==> src/rtl/uart_tx_scheduler.sv <==
// Round-robin arbiter that shares one uart_controller transmit path between NUM_REQ byte sources.
// Optional WAIT_BUSY timeout is built only when UART_TX_SCHED_TIMEOUT_EN is defined.
module uart_tx_scheduler #(
    parameter int unsigned NUM_REQ        = 4,
    parameter int unsigned TIMEOUT_CYCLES = 64
) (
    input  logic                   clk100mhz,
    input  logic                   cpu_reset,
    input  logic [NUM_REQ-1:0]     req,
    input  logic [8*NUM_REQ-1:0]   req_data,
    output logic [NUM_REQ-1:0]     grant,
    output logic [NUM_REQ-1:0]     done,
    output logic                   send_sig,
    output logic [7:0]             send_data,
    input  logic                   busy_sending,
    output logic                   timeout_err,
    output logic                   active
);

    localparam int unsigned        IDX_W   = $clog2(NUM_REQ);
    localparam logic [NUM_REQ-1:0] ONE_BIT = NUM_REQ'(1'b1);

    if (NUM_REQ < 2 || NUM_REQ > 8 || TIMEOUT_CYCLES < 1) begin : g_param_check
        $error("uart_tx_scheduler: NUM_REQ must be 2..8 and TIMEOUT_CYCLES at least 1");
    end

    typedef enum logic [1:0] {
        S_IDLE      = 2'd0,
        S_WAIT_BUSY = 2'd1,
        S_WAIT_DONE = 2'd2
    } state_t;

    state_t             state_r, state_s;
    logic [IDX_W-1:0]   rr_ptr_r, rr_ptr_s;
    logic [IDX_W-1:0]   owner_r, owner_s;
    logic [NUM_REQ-1:0] grant_r, grant_s;
    logic [NUM_REQ-1:0] done_r, done_s;
    logic               send_sig_r, send_sig_s;
    logic [7:0]         send_data_r, send_data_s;
    logic               active_r, active_s;
    logic [IDX_W:0]     pick_s;
    logic               win_found_s;
    logic [IDX_W-1:0]   win_idx_s;
    logic               timeout_hit_s;

    // First set request at or above p, wrapping; MSB of the result flags that one was found.
    function automatic logic [IDX_W:0] rr_pick(input logic [NUM_REQ-1:0] r,
                                               input logic [IDX_W-1:0]   p);
        logic             found;
        logic [IDX_W-1:0] w;
        int               c;
        found = 1'b0;
        w     = '0;
        for (int k = 0; k < int'(NUM_REQ); k++) begin
            c = int'(p) + k;
            if (c >= int'(NUM_REQ)) begin
                c = c - int'(NUM_REQ);
            end else begin
                c = c;
            end
            if (!found && r[c]) begin
                found = 1'b1;
                w     = IDX_W'(c);
            end else begin
                found = found;
            end
        end
        return {found, w};
    endfunction

    assign pick_s      = rr_pick(req, rr_ptr_r);
    assign win_found_s = pick_s[IDX_W];
    assign win_idx_s   = pick_s[IDX_W-1:0];

`ifdef UART_TX_SCHED_TIMEOUT_EN
    localparam int unsigned      CNT_W   = $clog2(TIMEOUT_CYCLES + 1);
    localparam logic [CNT_W-1:0] CNT_MAX = CNT_W'(TIMEOUT_CYCLES);

    logic [CNT_W-1:0] cnt_r, cnt_s;
    logic             timeout_err_r, timeout_err_s;

    assign timeout_hit_s = (cnt_r >= CNT_MAX);

    // Saturating count of WAIT_BUSY cycles; zero everywhere else so each entry starts fresh.
    always_comb begin
        cnt_s         = '0;
        timeout_err_s = 1'b0;
        if (state_r == S_WAIT_BUSY) begin
            if (cnt_r >= CNT_MAX) begin
                cnt_s = cnt_r;
            end else begin
                cnt_s = cnt_r + CNT_W'(1);
            end
            timeout_err_s = !busy_sending && timeout_hit_s;
        end else begin
            cnt_s         = '0;
            timeout_err_s = 1'b0;
        end
    end

    // Timeout counter and error strobe registers.
    always_ff @(posedge clk100mhz) begin
        if (cpu_reset) begin
            cnt_r         <= '0;
            timeout_err_r <= 1'b0;
        end else begin
            cnt_r         <= cnt_s;
            timeout_err_r <= timeout_err_s;
        end
    end

    assign timeout_err = timeout_err_r;
`else
    assign timeout_hit_s = 1'b0;
    assign timeout_err   = 1'b0;
`endif

    // Next-state and next-output decode; every output strobe defaults low.
    always_comb begin
        state_s     = state_r;
        rr_ptr_s    = rr_ptr_r;
        owner_s     = owner_r;
        grant_s     = '0;
        done_s      = '0;
        send_sig_s  = 1'b0;
        send_data_s = send_data_r;
        case (state_r)
            S_IDLE: begin
                // A byte still draining from before a reset holds off new starts.
                if (win_found_s && !busy_sending) begin
                    grant_s     = ONE_BIT << win_idx_s;
                    send_sig_s  = 1'b1;
                    send_data_s = req_data[{win_idx_s, 3'b000} +: 8];
                    owner_s     = win_idx_s;
                    if (win_idx_s == IDX_W'(NUM_REQ - 1)) begin
                        rr_ptr_s = '0;
                    end else begin
                        rr_ptr_s = win_idx_s + IDX_W'(1);
                    end
                    state_s = S_WAIT_BUSY;
                end else begin
                    state_s = S_IDLE;
                end
            end
            S_WAIT_BUSY: begin
                if (busy_sending) begin
                    state_s = S_WAIT_DONE;
                end else if (timeout_hit_s) begin
                    send_data_s = 8'h00;
                    state_s     = S_IDLE;
                end else begin
                    state_s = S_WAIT_BUSY;
                end
            end
            S_WAIT_DONE: begin
                if (!busy_sending) begin
                    done_s      = ONE_BIT << owner_r;
                    send_data_s = 8'h00;
                    state_s     = S_IDLE;
                end else begin
                    state_s = S_WAIT_DONE;
                end
            end
            default: begin
                send_data_s = 8'h00;
                state_s     = S_IDLE;
            end
        endcase
        active_s = (state_s != S_IDLE);
    end

    // State, pointer and registered outputs.
    always_ff @(posedge clk100mhz) begin
        if (cpu_reset) begin
            state_r     <= S_IDLE;
            rr_ptr_r    <= '0;
            owner_r     <= '0;
            grant_r     <= '0;
            done_r      <= '0;
            send_sig_r  <= 1'b0;
            send_data_r <= 8'h00;
            active_r    <= 1'b0;
        end else begin
            state_r     <= state_s;
            rr_ptr_r    <= rr_ptr_s;
            owner_r     <= owner_s;
            grant_r     <= grant_s;
            done_r      <= done_s;
            send_sig_r  <= send_sig_s;
            send_data_r <= send_data_s;
            active_r    <= active_s;
        end
    end

    assign grant     = grant_r;
    assign done      = done_r;
    assign send_sig  = send_sig_r;
    assign send_data = send_data_r;
    assign active    = active_r;

endmodule

==> config.mk <==
export PLATFORM = sky130hd
export DESIGN_NAME = uart_tx_scheduler
export DESIGN_NICKNAME = d
export VERILOG_FILES = /design/src/rtl/uart_tx_scheduler.sv
export SDC_FILE = /design/constraint.sdc
export NUM_CORES = 1
export LEC_CHECK = 0
export CORE_MARGIN = 4
export CORE_UTILIZATION = 43
export CTS_BUF_LIST = sky130_fd_sc_hd__clkbuf_8
export DETAILED_ROUTE_END_ITERATION = 16
export HOLD_SLACK_MARGIN = 0.06
export PLACE_DENSITY = 0.89
export SETUP_SLACK_MARGIN = 0.05
export SKIP_CTS_REPAIR_TIMING = 1
export SLEW_MARGIN = 20
export SYNTH_ARGS = -nofsm -noshare
export SYNTH_HDL_FRONTEND = slang
export SYNTH_SLANG_ARGS = --single-unit
export TNS_END_PERCENT = 5
==> constraint.sdc <==
create_clock -name clk100mhz -period 3.17 [get_ports clk100mhz]
set_clock_uncertainty 0.05 [all_clocks]
set_input_delay 0.634 -clock clk100mhz [delete_from_list [all_inputs] [get_ports clk100mhz]]
set_output_delay 0.634 -clock clk100mhz [all_outputs]
set_load 0.1 [all_outputs]
==> impl_metrics.csv <==
group,metric,value,unit
power_and_ir_drop,leakagePower,0.000690,uW
logic_synthesis,synth-simple-area-share,16.1,%
worst_setup_path,end_kind,"register",
outcome,status,"finished, final reports clean",
clock_tree,root_buffer,"clkbuf_8",
place,finalWeightedCongestion,0.819,
logic_synthesis,synthMuxAreaShare,15.6,%
die,coreArea,0.00232,mm^2
clock_tree,htreeDepth,1,
timing,fmax,408,MHz
routing,first_iter_violations,14,
die,die_y,58.4,um
logic_synthesis,syn_area_per_cell,9.92,um^2
worst_setup_path,worstPathRequired,3.30,ns
worst_setup_path,startpoint_type,"primary input",
timing,worst_pin_slew,0.644,ns
logic_synthesis,synth_edf_count,0,
worst_setup_path,timing_worst_setup_path_type,"in2reg",
logic_synthesis,synth.distinct_cells,33,
clock_tree,clk_latency,0.26,ns
routing,wl,3.02,mm
clock_tree,clkTransAtPathRegs,0.08,ns
cells_and_area,fin_area,0.00165,mm^2
logic_synthesis,synth.net_count,149,
global_route,grt_pass1_wl,4.74,mm
timing,period_share,77.3,%
cells_and_area,area_growth,51.3,%
routing,route.detailed.drc,0,
global_route,grt_usage,18.1,%
logic_synthesis,synthArstFlopShare,0,%
cells_and_area,antennaDiodeCount,0,
global_route,grt_max_degree,19,
clock_tree,cts_tree,"yes",
logic_synthesis,synth_xor_xnor_area_share,1.61,%
logic_synthesis,synthCells,110,
place,hpwl,2.37,mm
timing,max_slew_margin,57.1,%
timing,rsz0062_at_grt,"no",
timing,drv_slew,0,
die,row_count,17,
clock_tree,clock_sinks,24,
routing,vias,1003,
power_and_ir_drop,vdd_drop_max,393,uV
clock_tree,numCtsBuffers,3,
logic_synthesis,yosys.area_share.adder,0,%
logic_synthesis,ys_seq_area_share,44.0,%
timing,min_period,2.45,ns
logic_synthesis,synth_top_family_by_area,"compound AO/OA/AOI/OAI gates",
logic_synthesis,ys_ff_latch,24,
routing,via_per_inst,5.20,
routing,ant_nets,0,
place,dpl-instance-area,0.00161,mm^2
die,dieArea,0.00341,mm^2
cells_and_area,fillers,198,
cells_and_area,drive_gt1_share,17.0,%
timing,hold_viol_final,0,
timing,tns,0,ns
cells_and_area,nets,206,
global_route,overflow,0,
die,dieWidth,58.4,um
timing,finalSetupViolations,0,
logic_synthesis,yosysWarnings,0,
run,drv_cap,0,
die,io_pins,58,
worst_setup_path,cp.arrival,2.58,ns
logic_synthesis,netlist_area,0.00109,mm^2
global_route,antenna_found_initial,0,
clock_tree,clock_path_buffers,2,
logic_synthesis,synth_compound_area_share,16.6,%
logic_synthesis,synthFlopType,"dfxtp_1",
routing,post_drt_wl_per_cell,15.6,um
power_and_ir_drop,powerDensity,499,mW/mm^2
die,initial_core_util,47.1,%
worst_setup_path,crit_fanout,8,
place,port_buffers,56,
hold_path,hp-class,"reg2reg",
routing,drt_pass1_iterations,4,
global_route,grt_pass1_vias,1010,
[per-stage QoR]
step | hold WS (ns) | setup WS [ns] | util (%) | total power [uW] | std cells
after floorplan | 0.379 | 1.26 | - | 566 | 110
after CTS | 0.426 | 0.762 | 71.2 | 823 | 193
after global placement | 0.396 | 0.604 | 69.4 | 645 | 190
after detailed placement | 0.398 | 0.491 | 69.4 | 653 | 190
final | 0.421 | 0.720 | 71.2 | 824 | 193
after global routing | 0.450 | 0.582 | 71.2 | 853 | 193
[state kept, by name (all words and copies together), names as in the netlist]
register	flops
active	1
owner_r	2
state_r	2
send_sig	1
done	4
rr_ptr_r	2
send_data	8
grant	4
[power breakdown]
part | leakage (uW) | internal [uW] | total (uW) | switching (uW)
combinational | 0.000472 | 111 | 306 | 196
sequential | 0.000196 | 323 | 340 | 16.3
clock | 0.0000216 | 85.0 | 178 | 93.0
[routing by layer]
layer / GRT usage, % / share of wire (%)
met5: 0 / 0
met4: 7.62 / 2.1
met3: 3.07 / 4.4
met2: 33.3 / 53
met1: 20.4 / 40
[cells by family (layout without fill, tap and decap cells)]
group           after synthesis  in the layout
xor+xnor                      2              2
other cells                   1              1
compound gates               22             22
simple gates                 35             35
flops                        24             24
buf+inv                       9             64
mux                          17             17
[worst paths after layout]
path                 from           end  slack (ns)  depth (start not counted)
max                req[0]  send_data[5]        0.72                          6
min reg2reg  send_data[0]  send_data[0]        0.42                          2
max reg2reg   rr_ptr_r[0]  send_data[5]        1.33                          6
min          send_data[0]  send_data[0]        0.42                          2
[critical path: stages]
cell	delay, ns
clkdlybuf4s50_1	0.46
nor4_1	0.58
nor2_1	0.10
o32ai_2	0.57
nand2_1	0.12
o221ai_1	0.10
[Yosys cell counts, types with 2 or more instances]
cell      count  area share (%)
a21oi_1       5             2.3
xnor2_1       2             1.6
inv_1         3             1.0
a211oi_1      2             1.4
mux2i_1      17              16
dfxtp_1      24              44
nand2b_1      4             2.3
nor2_1       10             3.4
o221ai_1      8             6.4
nand2_1      11             3.8
and3_1        2             1.1
[cell usage in the layout (no fill, tap or decap), drive strengths merged, types with 2 or more instances in the layout]
cell	netlist	final
o221ai	8	8
a21oi	5	5
and3	2	2
dfxtp	24	24
nor3	2	2
inv	4	4
nor2	10	10
nand2	11	11
mux2i	17	17
xnor2	2	2
a211oi	3	3
o21ai	2	2
clkbuf	1	3
clkdlybuf4s50	0	38
nand2b	4	4
buf	4	19
[layout make-up]
| type | count | area [um^2] | area share (%) |
|---|---|---|---|
| well taps | 28 | 35.0 | 2.12 |
| flip-flops and latches | 24 | 480 | 29.1 |
| repair buffers | 57 | 523 | 31.7 |
| inverters | 4 | 15.0 | 0.910 |
| multi-input cells | 77 | 556 | 33.7 |
| clock buffers | 3 | 41.3 | 2.50 |
(Power assumes the default switching activity.)
